## src/rtl/frame_buffer_reader_pkg.sv

```systemverilog
// Shared types and default geometry for the frame buffer read path.
// The reader FSM states and the output word width live here so the 3dgpu top and benches agree.
package frame_buffer_reader_pkg;

  localparam int OUT_WORD_BITS         = 32;
  localparam int FRAME_BUFFER_ADDR_SIZE = 17;
  localparam int DEF_COLOR_BITS        = 8;
  localparam int DEF_WIDTH             = 320;
  localparam int DEF_HEIGHT            = 240;
  localparam int DEF_NUM_PIXELS        = DEF_WIDTH * DEF_HEIGHT;

  typedef enum logic [2:0] {
    IDLE,
    FLIP,
    READ,
    SEND,
    DONE
  } fbr_state_t;

  function automatic int ceil_div(input int num, input int den);
    return (num + den - 1) / den;
  endfunction

endpackage

```

## src/rtl/frame_buffer_reader_pixel_packer.sv

```systemverilog
// Packs COLOR_BITS-wide pixels into an OUT_BITS word, lowest slot first.
// Unwritten slots stay zero, so a partial final word comes out zero-padded.
module pixel_packer
  import frame_buffer_reader_pkg::*;
#(
  parameter int COLOR_BITS = DEF_COLOR_BITS,
  parameter int OUT_BITS   = OUT_WORD_BITS,
  localparam int PPW       = OUT_BITS / COLOR_BITS,
  localparam int CNT_W     = $clog2(PPW + 1)
) (
  input  logic                  clk,
  input  logic                  rst,
  input  logic                  clear,
  input  logic                  shift_en,
  input  logic [COLOR_BITS-1:0] pixel_in,
  output logic [OUT_BITS-1:0]   word_out,
  output logic [CNT_W-1:0]      count,
  output logic                  full
);

  logic [OUT_BITS-1:0] word_q, word_d;
  logic [CNT_W-1:0]    count_q, count_d;

  always_comb begin
    word_d  = word_q;
    count_d = count_q;
    if (clear) begin
      word_d  = '0;
      count_d = '0;
    end else if (shift_en) begin
      word_d[count_q*COLOR_BITS +: COLOR_BITS] = pixel_in;
      count_d = count_q + 1'b1;
    end
  end

  // NOTE: state registers use non-blocking assignments so every flop samples pre-edge values.
  always_ff @(posedge clk) begin
    if (rst) begin
      word_q  <= '0;
      count_q <= '0;
    end else begin
      word_q  <= word_d;
      count_q <= count_d;
    end
  end

  assign word_out = word_q;
  assign count    = count_q;
  assign full     = (count_q == CNT_W'(PPW));

endmodule

```

## src/rtl/frame_buffer_reader.sv

```systemverilog
// Read-side consumer of the double-banked frame buffer: flips banks, scans the frame
// row-major with a 1-cycle SRAM latency, and streams packed words under backpressure.
module frame_buffer_reader
  import frame_buffer_reader_pkg::*;
#(
  parameter int ADDR_SIZE  = FRAME_BUFFER_ADDR_SIZE,
  parameter int COLOR_BITS = DEF_COLOR_BITS,
  parameter int NUM_PIXELS = DEF_NUM_PIXELS,
  parameter int OUT_BITS   = OUT_WORD_BITS
) (
  input  logic                  clk,
  input  logic                  rst,
  input  logic                  start,
  output logic                  fb_flip,
  output logic [ADDR_SIZE-1:0]  fb_read_addr,
  input  logic [COLOR_BITS-1:0] fb_read_data,
  output logic [OUT_BITS-1:0]   data_out,
  output logic                  data_ready_out,
  input  logic                  write_buffer_full,
  output logic                  busy,
  output logic                  done
);

  localparam int PPW       = OUT_BITS / COLOR_BITS;
  localparam int NUM_WORDS = ceil_div(NUM_PIXELS, PPW);
  localparam int CNT_W     = $clog2(PPW + 1);
  // One spare bit lets the pixel counter reach NUM_PIXELS without wrapping.
  localparam int PIX_W     = ADDR_SIZE + 1;

  localparam logic [PIX_W-1:0]     PIX_END   = PIX_W'(NUM_PIXELS);
  localparam logic [ADDR_SIZE-1:0] LAST_WORD = ADDR_SIZE'(NUM_WORDS - 1);
  localparam logic [CNT_W-1:0]     PPW_C     = CNT_W'(PPW);
  localparam logic [CNT_W-1:0]     PPW_LAST  = CNT_W'(PPW - 1);

  fbr_state_t           state_q, state_d;
  logic [PIX_W-1:0]     pix_cnt_q, pix_cnt_d;
  logic [CNT_W-1:0]     issued_q, issued_d;
  logic                 pending_q, pending_d;
  logic [ADDR_SIZE-1:0] words_q, words_d;
  logic [ADDR_SIZE-1:0] addr_q, addr_d;

  logic                 pk_clear;
  logic                 pk_shift;
  logic [CNT_W-1:0]     pk_count;
  logic                 pk_full;

  pixel_packer #(
    .COLOR_BITS (COLOR_BITS),
    .OUT_BITS   (OUT_BITS)
  ) u_packer (
    .clk      (clk),
    .rst      (rst),
    .clear    (pk_clear),
    .shift_en (pk_shift),
    .pixel_in (fb_read_data),
    .word_out (data_out),
    .count    (pk_count),
    .full     (pk_full)
  );

  always_comb begin
    // NOTE: every signal gets a default before the case so no path leaves one unassigned (no latches).
    state_d        = state_q;
    pix_cnt_d      = pix_cnt_q;
    issued_d       = issued_q;
    pending_d      = 1'b0;
    words_d        = words_q;
    addr_d         = addr_q;
    fb_flip        = 1'b0;
    busy           = 1'b0;
    done           = 1'b0;
    data_ready_out = 1'b0;
    pk_clear       = 1'b0;
    pk_shift       = 1'b0;

    unique case (state_q)
      IDLE: begin
        if (start) state_d = FLIP;
      end
      FLIP: begin
        fb_flip   = 1'b1;
        busy      = 1'b1;
        pix_cnt_d = '0;
        issued_d  = '0;
        words_d   = '0;
        pk_clear  = 1'b1;
        state_d   = READ;
      end
      READ: begin
        busy = 1'b1;
        // Issue only addresses that belong to the word being packed.
        if (issued_q != PPW_C && pix_cnt_q != PIX_END) begin
          addr_d    = pix_cnt_q[ADDR_SIZE-1:0];
          pix_cnt_d = pix_cnt_q + PIX_W'(1);
          issued_d  = issued_q + 1'b1;
          pending_d = 1'b1;
        end
        // pix_cnt_q is one past the pixel returning now, so it also flags the frame's last pixel.
        if (pending_q && !pk_full) begin
          pk_shift = 1'b1;
          if (pk_count == PPW_LAST || pix_cnt_q == PIX_END) state_d = SEND;
        end
      end
      SEND: begin
        busy           = 1'b1;
        data_ready_out = 1'b1;
        if (!write_buffer_full) begin
          pk_clear = 1'b1;
          issued_d = '0;
          if (words_q == LAST_WORD) begin
            state_d = DONE;
          end else begin
            words_d = words_q + 1'b1;
            state_d = READ;
          end
        end
      end
      DONE: begin
        done    = 1'b1;
        state_d = IDLE;
      end
      default: state_d = IDLE;
    endcase
  end

  always_ff @(posedge clk) begin
    if (rst) begin
      state_q   <= IDLE;
      pix_cnt_q <= '0;
      issued_q  <= '0;
      pending_q <= 1'b0;
      words_q   <= '0;
      addr_q    <= '0;
    end else begin
      state_q   <= state_d;
      pix_cnt_q <= pix_cnt_d;
      issued_q  <= issued_d;
      pending_q <= pending_d;
      words_q   <= words_d;
      addr_q    <= addr_d;
    end
  end

  // The address is presented in the issuing cycle and held afterwards.
  assign fb_read_addr = addr_d;

endmodule

```

## config.mk

```make
export PLATFORM = sky130hd
export DESIGN_NAME = frame_buffer_reader
export DESIGN_NICKNAME = d
export VERILOG_FILES = /design/src/rtl/frame_buffer_reader_pkg.sv /design/src/rtl/frame_buffer_reader_pixel_packer.sv /design/src/rtl/frame_buffer_reader.sv
export SDC_FILE = /design/constraint.sdc
export NUM_CORES = 1
export LEC_CHECK = 0
export ABC_AREA = 1
export BUFFER_PORTS_ARGS = -buffer_cell sky130_fd_sc_hd__buf_2
export CAP_MARGIN = 20
export CORE_UTILIZATION = 55
export CTS_BUF_LIST = sky130_fd_sc_hd__clkbuf_16
export CTS_CLUSTER_SIZE = 14
export DETAILED_ROUTE_END_ITERATION = 10
export HOLD_SLACK_MARGIN = 0.03
export PLACE_DENSITY = 0.85
export SLEW_MARGIN = 20
export SYNTH_ARGS = -nofsm -noshare
export SYNTH_HDL_FRONTEND = slang
export SYNTH_SLANG_ARGS = --single-unit
```

## constraint.sdc

```tcl
create_clock -name clk -period 3.94 [get_ports clk]
set_input_delay 0.197 -clock clk [delete_from_list [all_inputs] [get_ports clk]]
set_output_delay 0.197 -clock clk [all_outputs]
set_load 0.05 [all_outputs]
```

# After elaboration in Yosys (flattened, before gate mapping)
# Cells that the tools add are included.
# op_classes
addsub	5
eq_ne	16
shift	2
mux	26
bitwise	1
reduce_logical	15
# op_table
cell	n
17-bit two-way mux	4
18-bit one-hot mux with 2 select lines	1
6-bit negation with 34-bit output	1
17-bit one-hot mux with 2 select lines	1
8-bit by 34-bit variable shift with 32-bit output (first input constant)	1
8-bit by 34-bit variable part select with 32-bit output	1
32-bit bitwise mux	1
3-bit two-way mux	7
18-bit by 1-bit adder with 18-bit output (second input constant)	1
18-bit by 17-bit == test with 1-bit output (second input constant)	1
18-bit two-way mux	1
18-bit by 17-bit inequality test with 1-bit output (second input constant)	1
17-bit by 1-bit adder with 17-bit output (second input constant)	1
17-bit by 15-bit == test with 1-bit output (second input constant)	1
2-bit inequality test (second input constant)	6
3-bit one-hot mux with 4 select lines	1
3-bit by 2-bit == test with 1-bit output (second input constant)	3
3-bit one-hot mux with 3 select lines	1
1-bit two-way mux	8
3-bit by 1-bit adder with 3-bit output (second input constant)	2
3-bit == test (second input constant)	2
3-bit AND reduction	2
4-bit AND reduction	1
2-bit nonzero test	2
other kinds (12)	14
# word_totals
ff_bits	94
output_inout_bits	53

# Longest topological paths before layout
# Gate-level depths: netlist (run 1).
# logic_depth
depth_word	5
mapped_depth	12

# Modules after synthesis
# Synthesis (run 1) repeated with hierarchy kept, for this count alone.
# unflattened
cells_unflattened	742
area_unflattened_um2	4994.8
# modules_own_cells
mod	instances	cells_each	area_per_inst_um2
frame_buffer_reader	1	532	3378.2
pixel_packer	1	210	1616.6

# Least setup slack after synthesis (run 1)
# No wires, ideal clock.
# synth_timing
path_type	register -> register
from	reg u_packer.count_q[0], in the netlist u_packer.count[0]
to	reg u_packer.word_q[1], in the netlist u_packer.word_out[1]
setup_ns	0.114
arrival_ns	2.069
setup_slack_ns	1.757
path_stages_with_launch	13
cell_sequence	dfxtp_1 > clkbuf_1 > inv_1 > ha_1 > ha_1 > inv_1 > nand2_1 > nor2_8 > nand2_4 > nor3_4 > inv_4 > o21ai_1 > nor2_1
# synth_via
elab_chain_len	5
word_cells_on_any_way	9
cone_classes	add/sub (1); eq/ne (1); shift (2); mux (3); reduce/logical (2)
# synth_lines
element	line_no	rtl
from (decl)	frame_buffer_reader_pixel_packer.sv:22	logic [CNT_W-1:0] count_q, count_d;
from (signal assigned)	frame_buffer_reader_pixel_packer.sv:43	count_q <= count_d;
parallel branches: the longest is 5 deep, another holds 6-bit negation with 34-bit output	--	
to (signal assigned)	frame_buffer_reader_pixel_packer.sv:42	word_q <= word_d;
to (decl)	frame_buffer_reader_pixel_packer.sv:21	logic [OUT_BITS-1:0] word_q, word_d;
# Several ways; the timed one is not identified.
# A chain may end at the register's enable or synchronous reset.

# Worst setup path in the final report (run 1)
# layout_timing
from	reg u_packer.count_q[0], in the netlist u_packer.count[0]
to	reg u_packer.word_q[23], in the netlist u_packer.word_out[23]
# Same word-level chain as after synthesis.

==> results.sh, run 1 <==
export IMPL_hp_class="in -> reg"
export IMPL_ys_seq_elements=94
export IMPL_place_inst=849
export IMPL_critPathArrivalTime_ps=3030
export IMPL_fp_dieH_um=95.5
export IMPL_p_leak_nw=2.41
export IMPL_rr_endpoint="u_packer.word_out[23]"
export IMPL_slowest_stage="dfxtp_1"
export IMPL_syn_to_final_growth_pct=12.5
export IMPL_grt_overflow=0
export IMPL_vias=4621
export IMPL_ir_drop_v=0.000396
export IMPL_ant_nets=0
export IMPL_final_area_sq_um=5410
export IMPL_drtIter0Drc=265
export IMPL_drc_errors=0
export IMPL_synth_warnings=0
export IMPL_hold_viol=0
export IMPL_final_layout_size_suffix_gt1_frac=0.143
export IMPL_cts_tree="built"
export IMPL_worst_slack_ps=1180
export IMPL_gp_congestion=0.984
export IMPL_hpwl_mm=7.78
export IMPL_fin_crit_sh=0.701
export IMPL_crit_path_end_kind="flip-flop"
export IMPL_clk_path_buf_depth=2
export IMPL_ys_types=34
export IMPL_fin_nets=779
export IMPL_place_area_sq_um=5130
export IMPL_hp_start="fb_read_data[1]"
export IMPL_synth_simple_gate_area_share=0.338
export IMPL_area_sequential_sq_um=1880
export IMPL_hold_end="u_packer.word_out[1]"
export IMPL_die_w_um=95.5
export IMPL_wire_per_inst_um=12.9
export IMPL_numCtsBuffers=9
export IMPL_holdPathStages=3
export IMPL_avgViaCountPerCell=5.34
export IMPL_post_cts_setup_buffers=0
export IMPL_cts_resized_gates=0
export IMPL_first_pass_iters=5
export IMPL_antennaDiodeCount=0
export IMPL_fin_tns_setup_ps=0
export IMPL_grt_pass1_wl_mm=18.1
export IMPL_slowest_delay_ps=730
export IMPL_htree_levels=3
export IMPL_synth_cells=704
export IMPL_final_setup_skew_ps=6.90
export IMPL_synth_compound_area_frac=0.113
export IMPL_power_density_nw_per_um2=669
export IMPL_synth_top_family_by_area="simple AND/OR/NAND/NOR gates"
export IMPL_multi_input_area_sq_um=2420
export IMPL_whs_ps=153
export IMPL_cts_root_buf="clkbuf_16"
export IMPL_setup_viol=0
export IMPL_total_power_mw=3.62
export IMPL_cts_hold_buf=0
export IMPL_synth_top_area_share=0.391
export IMPL_synthAdderAreaFrac=0.0312
export IMPL_status="finished clean"
export IMPL_drt_wl_total_mm=11.1
export IMPL_synth_area_sq_um=4810
export IMPL_worstMarginPinSlew_ps=773
export IMPL_rows=33
export IMPL_avgSynthCellArea_sq_um=6.83
export IMPL_path_cells="inv_1 > ha_1 > inv_2 > nor3_1 > a21oi_1 > nor3_1"
export IMPL_grt_max_degree=52
export IMPL_place_ws_ps=1300
export IMPL_r2r_slack_ps=1180
export IMPL_num_fill_cells=704
export IMPL_rsz0062_at_grt="false"
export IMPL_maxSlewHeadroom=0.480
export IMPL_grt_pass1_vias=4067
export IMPL_insertion_delay_ps=350
export IMPL_cp_max_fo=21
export IMPL_clk_pin_slew_ps=70
export IMPL_post_route_util=0.649
export IMPL_antenna_found_initial=0
export IMPL_yosys_mux_area_fraction=0
export IMPL_power_frac_seq=0.319
export IMPL_cp_common_cell="nor3_1"
export IMPL_clkSinkCount=94
export IMPL_grt_util_all_layers=0.253
export IMPL_core_region_area_sq_um=8340
export IMPL_fin_crit_ps=2760
export IMPL_reg2regPathDepth=6
export IMPL_crit_required_ps=4210
export IMPL_dieArea_sq_um=9120
export IMPL_synth_xor_area_frac=0.0200
export IMPL_critical_path_class="reg -> reg"
export IMPL_seq_area_frac_synth=0.391
export IMPL_fin_cells=865
export IMPL_maxSlewViolCount=0
export IMPL_r2r_start="u_packer.count[0]"
export IMPL_cp_start_kind="flip-flop"
export IMPL_cap_violations=0
export IMPL_yosysTopAreaCell="dfxtp_1"
export IMPL_p_switching_mw=1.75
export IMPL_power_internal_mw=1.87
export IMPL_io_buffer_count=64
export IMPL_syn_nets=728
export IMPL_switching_share=0.484
export IMPL_fmax_mhz=362
export IMPL_initial_core_util=0.576
export IMPL_ios=65
export IMPL_clkPwrFrac=0.227
export IMPL_synth_area_leaders="dfxtp_1 (39%), nor2_1 (9.9%), nand2_1 (9.7%), inv_1 (7.0%), nand3_1 (5.3%)"
export IMPL_pwr_share_comb=0.454
## worst max-delay path, delay by kind of cell, from the launching register on
kind,cells,cell delay [ps]
compound gates,1,160
fa+ha+maj,1,550
buf+inv,2,400
flops,1,730
simple gates,2,830
## cell usage in the layout (no fill, tap or decap), types with 2 or more instances in the layout
cell,instances
nor2_1,127
nand2_1,124
dfxtp_1,94
inv_1,90
buf_2,64
nand3_1,51
a21oi_1,45
o21ai_0,40
nor3_1,28
ha_1,12
xor2_1,11
nand4_1,10
clkbuf_16,9
inv_2,8
a31oi_1,8
nand2_4,4
a211oi_1,4
nand2_2,3
o21ai_1,3
nand3_2,3
nor2_4,2
nor3_4,2
inv_4,2
nor3b_1,2
inv_6,2
## final cells by class
class | instances | area share
well taps | 105 | 0.0243
flip-flops and latches | 94 | 0.348
repair buffers | 64 | 0.0592
multi-input cells | 486 | 0.447
clock inverters | 7 | 0.00995
inverters | 100 | 0.0703
clock buffers | 9 | 0.0416
## power by group through the flow
stage / Combinational, mW / Sequential (mW) / Clock [mW]
after global placement: 1.59 / 1.17 / 0
after detailed placement: 1.64 / 1.17 / 0
after CTS: 1.65 / 1.15 / 0.832
after floorplan: 1.34 / 1.18 / 0
final: 1.64 / 1.16 / 0.822
after global routing: 1.80 / 1.17 / 0.875
## registers in the layout (all words and copies together) (netlist names)
register	count
addr_q	17
issued_q	3
pending_q	1
pix_cnt_q	18
state_q	3
u_packer.count	3
u_packer.word_out	32
words_q	17
## synthesized netlist by cell type
library cell / instances
dfxtp_1: 94
nand2_4: 4
clkbuf_2: 1
inv_2: 8
ha_1: 12
o21ai_1: 3
a21oi_1: 45
nand3_2: 3
o21ai_2: 1
nand3_1: 51
nor2_4: 2
nor2_2: 1
nor2_8: 1
inv_1: 90
inv_4: 2
nand3_4: 1
nor3_2: 1
nand4_1: 10
clkbuf_1: 7
buf_6: 2
nor3_4: 2
buf_4: 2
xor2_1: 11
nand2_2: 3
o21ai_0: 40
nor4_1: 1
nand2_1: 124
a31oi_1: 8
nor3b_1: 2
buf_2: 12
a211oi_1: 4
o21ai_4: 1
nor2_1: 127
nor3_1: 28
## routing by layer
layer | wire [um] | share of wire | vias up | track usage
met1 | 4850 | 0.44 | 2086 | 0.328
met4 | 156 | 0.014 | 0 | 0.104
met2 | 5390 | 0.48 | 166 | 0.407
met5 | 0 | 0 | - | 0
li1 | - | - | 2350 | -
met3 | 738 | 0.066 | 19 | 0.0534
## cell families (layout without fill, tap and decap cells)
| kind of cell | Yosys count | after routing |
|---|---|---|
| simple gates | 361 | 361 |
| flops | 94 | 94 |
| xor+xnor | 11 | 11 |
| fa+ha+maj | 12 | 12 |
| buf+inv | 124 | 180 |
| compound gates | 102 | 102 |
## how the worst max path moves through the flow
stage          cells past startpoint         startpoint                    end  slack (ps)
6_report                           6  u_packer.count[0]  u_packer.word_out[23]        1180
4_1_cts                            9       pix_cnt_q[0]       fb_read_addr[15]        1170
3_5_place_dp                       6  u_packer.count[0]  u_packer.word_out[23]        1300
5_1_grt                            6  u_packer.count[0]  u_packer.word_out[21]         910
2_1_floorplan                     12  u_packer.count[0]   u_packer.word_out[1]        1760
3_3_place_gp                       6  u_packer.count[0]  u_packer.word_out[16]        1470
Power figures use the tool's default switching activity.
==> run 2: changes to the inputs <==
--- a/config.mk
+++ b/config.mk
@@ -8,12 +8,12 @@
 export ABC_AREA = 1
 export BUFFER_PORTS_ARGS = -buffer_cell sky130_fd_sc_hd__buf_2
 export CAP_MARGIN = 20
-export CORE_UTILIZATION = 55
+export CORE_UTILIZATION = 52
 export CTS_BUF_LIST = sky130_fd_sc_hd__clkbuf_16
 export CTS_CLUSTER_SIZE = 14
 export DETAILED_ROUTE_END_ITERATION = 10
 export HOLD_SLACK_MARGIN = 0.03
-export PLACE_DENSITY = 0.85
+export PLACE_DENSITY = 0.84
 export SLEW_MARGIN = 20
 export SYNTH_ARGS = -nofsm -noshare
 export SYNTH_HDL_FRONTEND = slang
==> constraint.sdc (replaced) <==
create_clock -name clk -period 2.3 [get_ports clk]
set_input_delay 0.115 -clock clk [delete_from_list [all_inputs] [get_ports clk]]
set_output_delay 0.115 -clock clk [all_outputs]
set_load 0.05 [all_outputs]
==> results.sh, run 2 (same netlist as run 1, synthesis figures left out) <==
export IMPL_grt_util_all_layers=0.250
export IMPL_final_area_sq_um=5640
export IMPL_num_fill_cells=787
export IMPL_fin_crit_ps=2170
export IMPL_crit_path_end_kind="output port"
export IMPL_clk_pin_slew_ps=60
export IMPL_syn_to_final_growth_pct=17.3
export IMPL_insertion_delay_ps=350
export IMPL_rsz0062_at_grt="false"
export IMPL_vias=4814
export IMPL_drc_errors=0
export IMPL_dieArea_sq_um=9630
export IMPL_htree_levels=3
export IMPL_hpwl_mm=7.89
export IMPL_grt_pass1_vias=4354
export IMPL_hold_viol=0
export IMPL_grt_max_degree=37
export IMPL_mostFrequentLayoutCell="nor2_1"
export IMPL_place_area_sq_um=5210
export IMPL_initial_core_util=0.543
export IMPL_post_route_util=0.637
export IMPL_grt_overflow=0
export IMPL_maxSlewHeadroom=0.668
export IMPL_fin_cells=884
export IMPL_fin_nets=795
export IMPL_drt_wl_total_mm=11.9
export IMPL_avgViaCountPerCell=5.45
export IMPL_cp_max_fo=8
export IMPL_rows=34
export IMPL_fp_dieH_um=98.2
export IMPL_critical_path_class="reg -> out"
export IMPL_p_leak_nw=2.51
export IMPL_worstMarginPinSlew_ps=497
export IMPL_first_pass_iters=7
export IMPL_antenna_found_initial=0
export IMPL_place_inst=862
export IMPL_post_cts_setup_buffers=0
export IMPL_fmax_mhz=461
export IMPL_most_common_layout_cells="nor2_1 (126), nand2_1 (123), inv_1 (91)"
export IMPL_grt_pass1_wl_mm=19.7
export IMPL_clk_path_buf_depth=2
export IMPL_ir_drop_v=0.000617
export IMPL_power_density_nw_per_um2=1170
export IMPL_antennaDiodeCount=0
export IMPL_cap_violations=0
export IMPL_wire_per_inst_um=13.5
export IMPL_critPathArrivalTime_ps=2060
export IMPL_crit_required_ps=2180
export IMPL_final_setup_skew_ps=8.52
export IMPL_multi_input_area_sq_um=2520
export IMPL_maxSlewViolCount=0
export IMPL_fin_tns_setup_ps=0
export IMPL_cp_start_kind="flip-flop"
export IMPL_ant_nets=0
export IMPL_numCtsBuffers=9
export IMPL_clkSinkCount=94
export IMPL_drtIter0Drc=299
export IMPL_status="finished clean"
export IMPL_io_buffer_count=64
export IMPL_setup_viol=0
export IMPL_fin_crit_sh=0.944
export IMPL_core_region_area_sq_um=8850
export IMPL_gp_congestion=0.907
export IMPL_largest_register_ffs=32
export IMPL_cts_root_buf="clkbuf_16"
export IMPL_die_w_um=98.2
export IMPL_area_sequential_sq_um=1890
export IMPL_cts_tree="built"
export IMPL_final_layout_size_suffix_gt1_frac=0.170
export IMPL_hp_class="in -> reg"
export IMPL_ios=65
run 2: cell count changes in the layout (fill, tap and decap cells not counted), moves of 2 or more:
cell,delta
buf_4,+10
o21ai_0,-8
o21ai_1,+8
dfxtp_1,-4
dfxtp_2,+4
nand3_4,+4
nand3_2,+3
bufinv_16,+2
run 2: worst paths after layout:
kind                             start                   end  slack (ps)  cells after the start
setup reg to reg     u_packer.count[1]  u_packer.word_out[5]         260                     11
hold reg to reg   u_packer.word_out[0]  u_packer.word_out[0]         490                      2
setup / recovery         pix_cnt_q[11]       fb_read_addr[8]         130                     10
hold / removal         fb_read_data[7]  u_packer.word_out[7]          90                      3
run 2: through the flow:
step / worst slack [ps] / power (mW) / hold WS [ps]
6_report: 129 / 6.61 / 86.1
5_1_grt: 24.6 / 7.00 / 92.2
4_1_cts: 5.52 / 6.53 / 75.3
3_5_place_dp: 162 / 4.87 / 429
3_3_place_gp: 297 / 4.77 / 421
2_1_floorplan: 117 / 4.32 / 249
run 2: layout make-up:
| class | count | share of cell area |
|---|---|---|
| flip-flops and latches | 94 | 0.335 |
| clock inverters | 7 | 0.0171 |
| multi-input cells | 492 | 0.446 |
| well taps | 108 | 0.0240 |
| inverters | 100 | 0.0683 |
| repair buffers | 74 | 0.0701 |
| clock buffers | 9 | 0.0399 |
run 2: report_power, final:
part | leakage [nW] | switching [mW] | internal (mW)
combinational | 1.59 | 2.33 | 0.719
clock | 0.159 | 0.644 | 0.958
sequential | 0.763 | 0.116 | 1.84
total | 2.51 | 3.09 | 3.52
run 2: repair_timing:
action | in CTS | in global routing
resized for setup | 2 | 20
hold buffers | 0 | 0
setup endpoints to repair | 17 | 17
pin swaps | 2 | 4
gates cloned | 3 | 3
run 2: worst max-delay path: stages, from the launching register on:
cell and delay, ps:
dfxtp_2 380, nand2_1 120, inv_1 80, nand2_1 60
nor2_2 180, nand3_4 220, nand3_2 240, nand2_1 60
o21ai_0 100, inv_1 60, buf_2 210
run 2: per-layer routing:
metal  global-route usage  part of all wire
met5                    0                 0
met4               0.0930             0.016
met3               0.0544             0.070
met2                0.423              0.48
met1                0.312              0.43
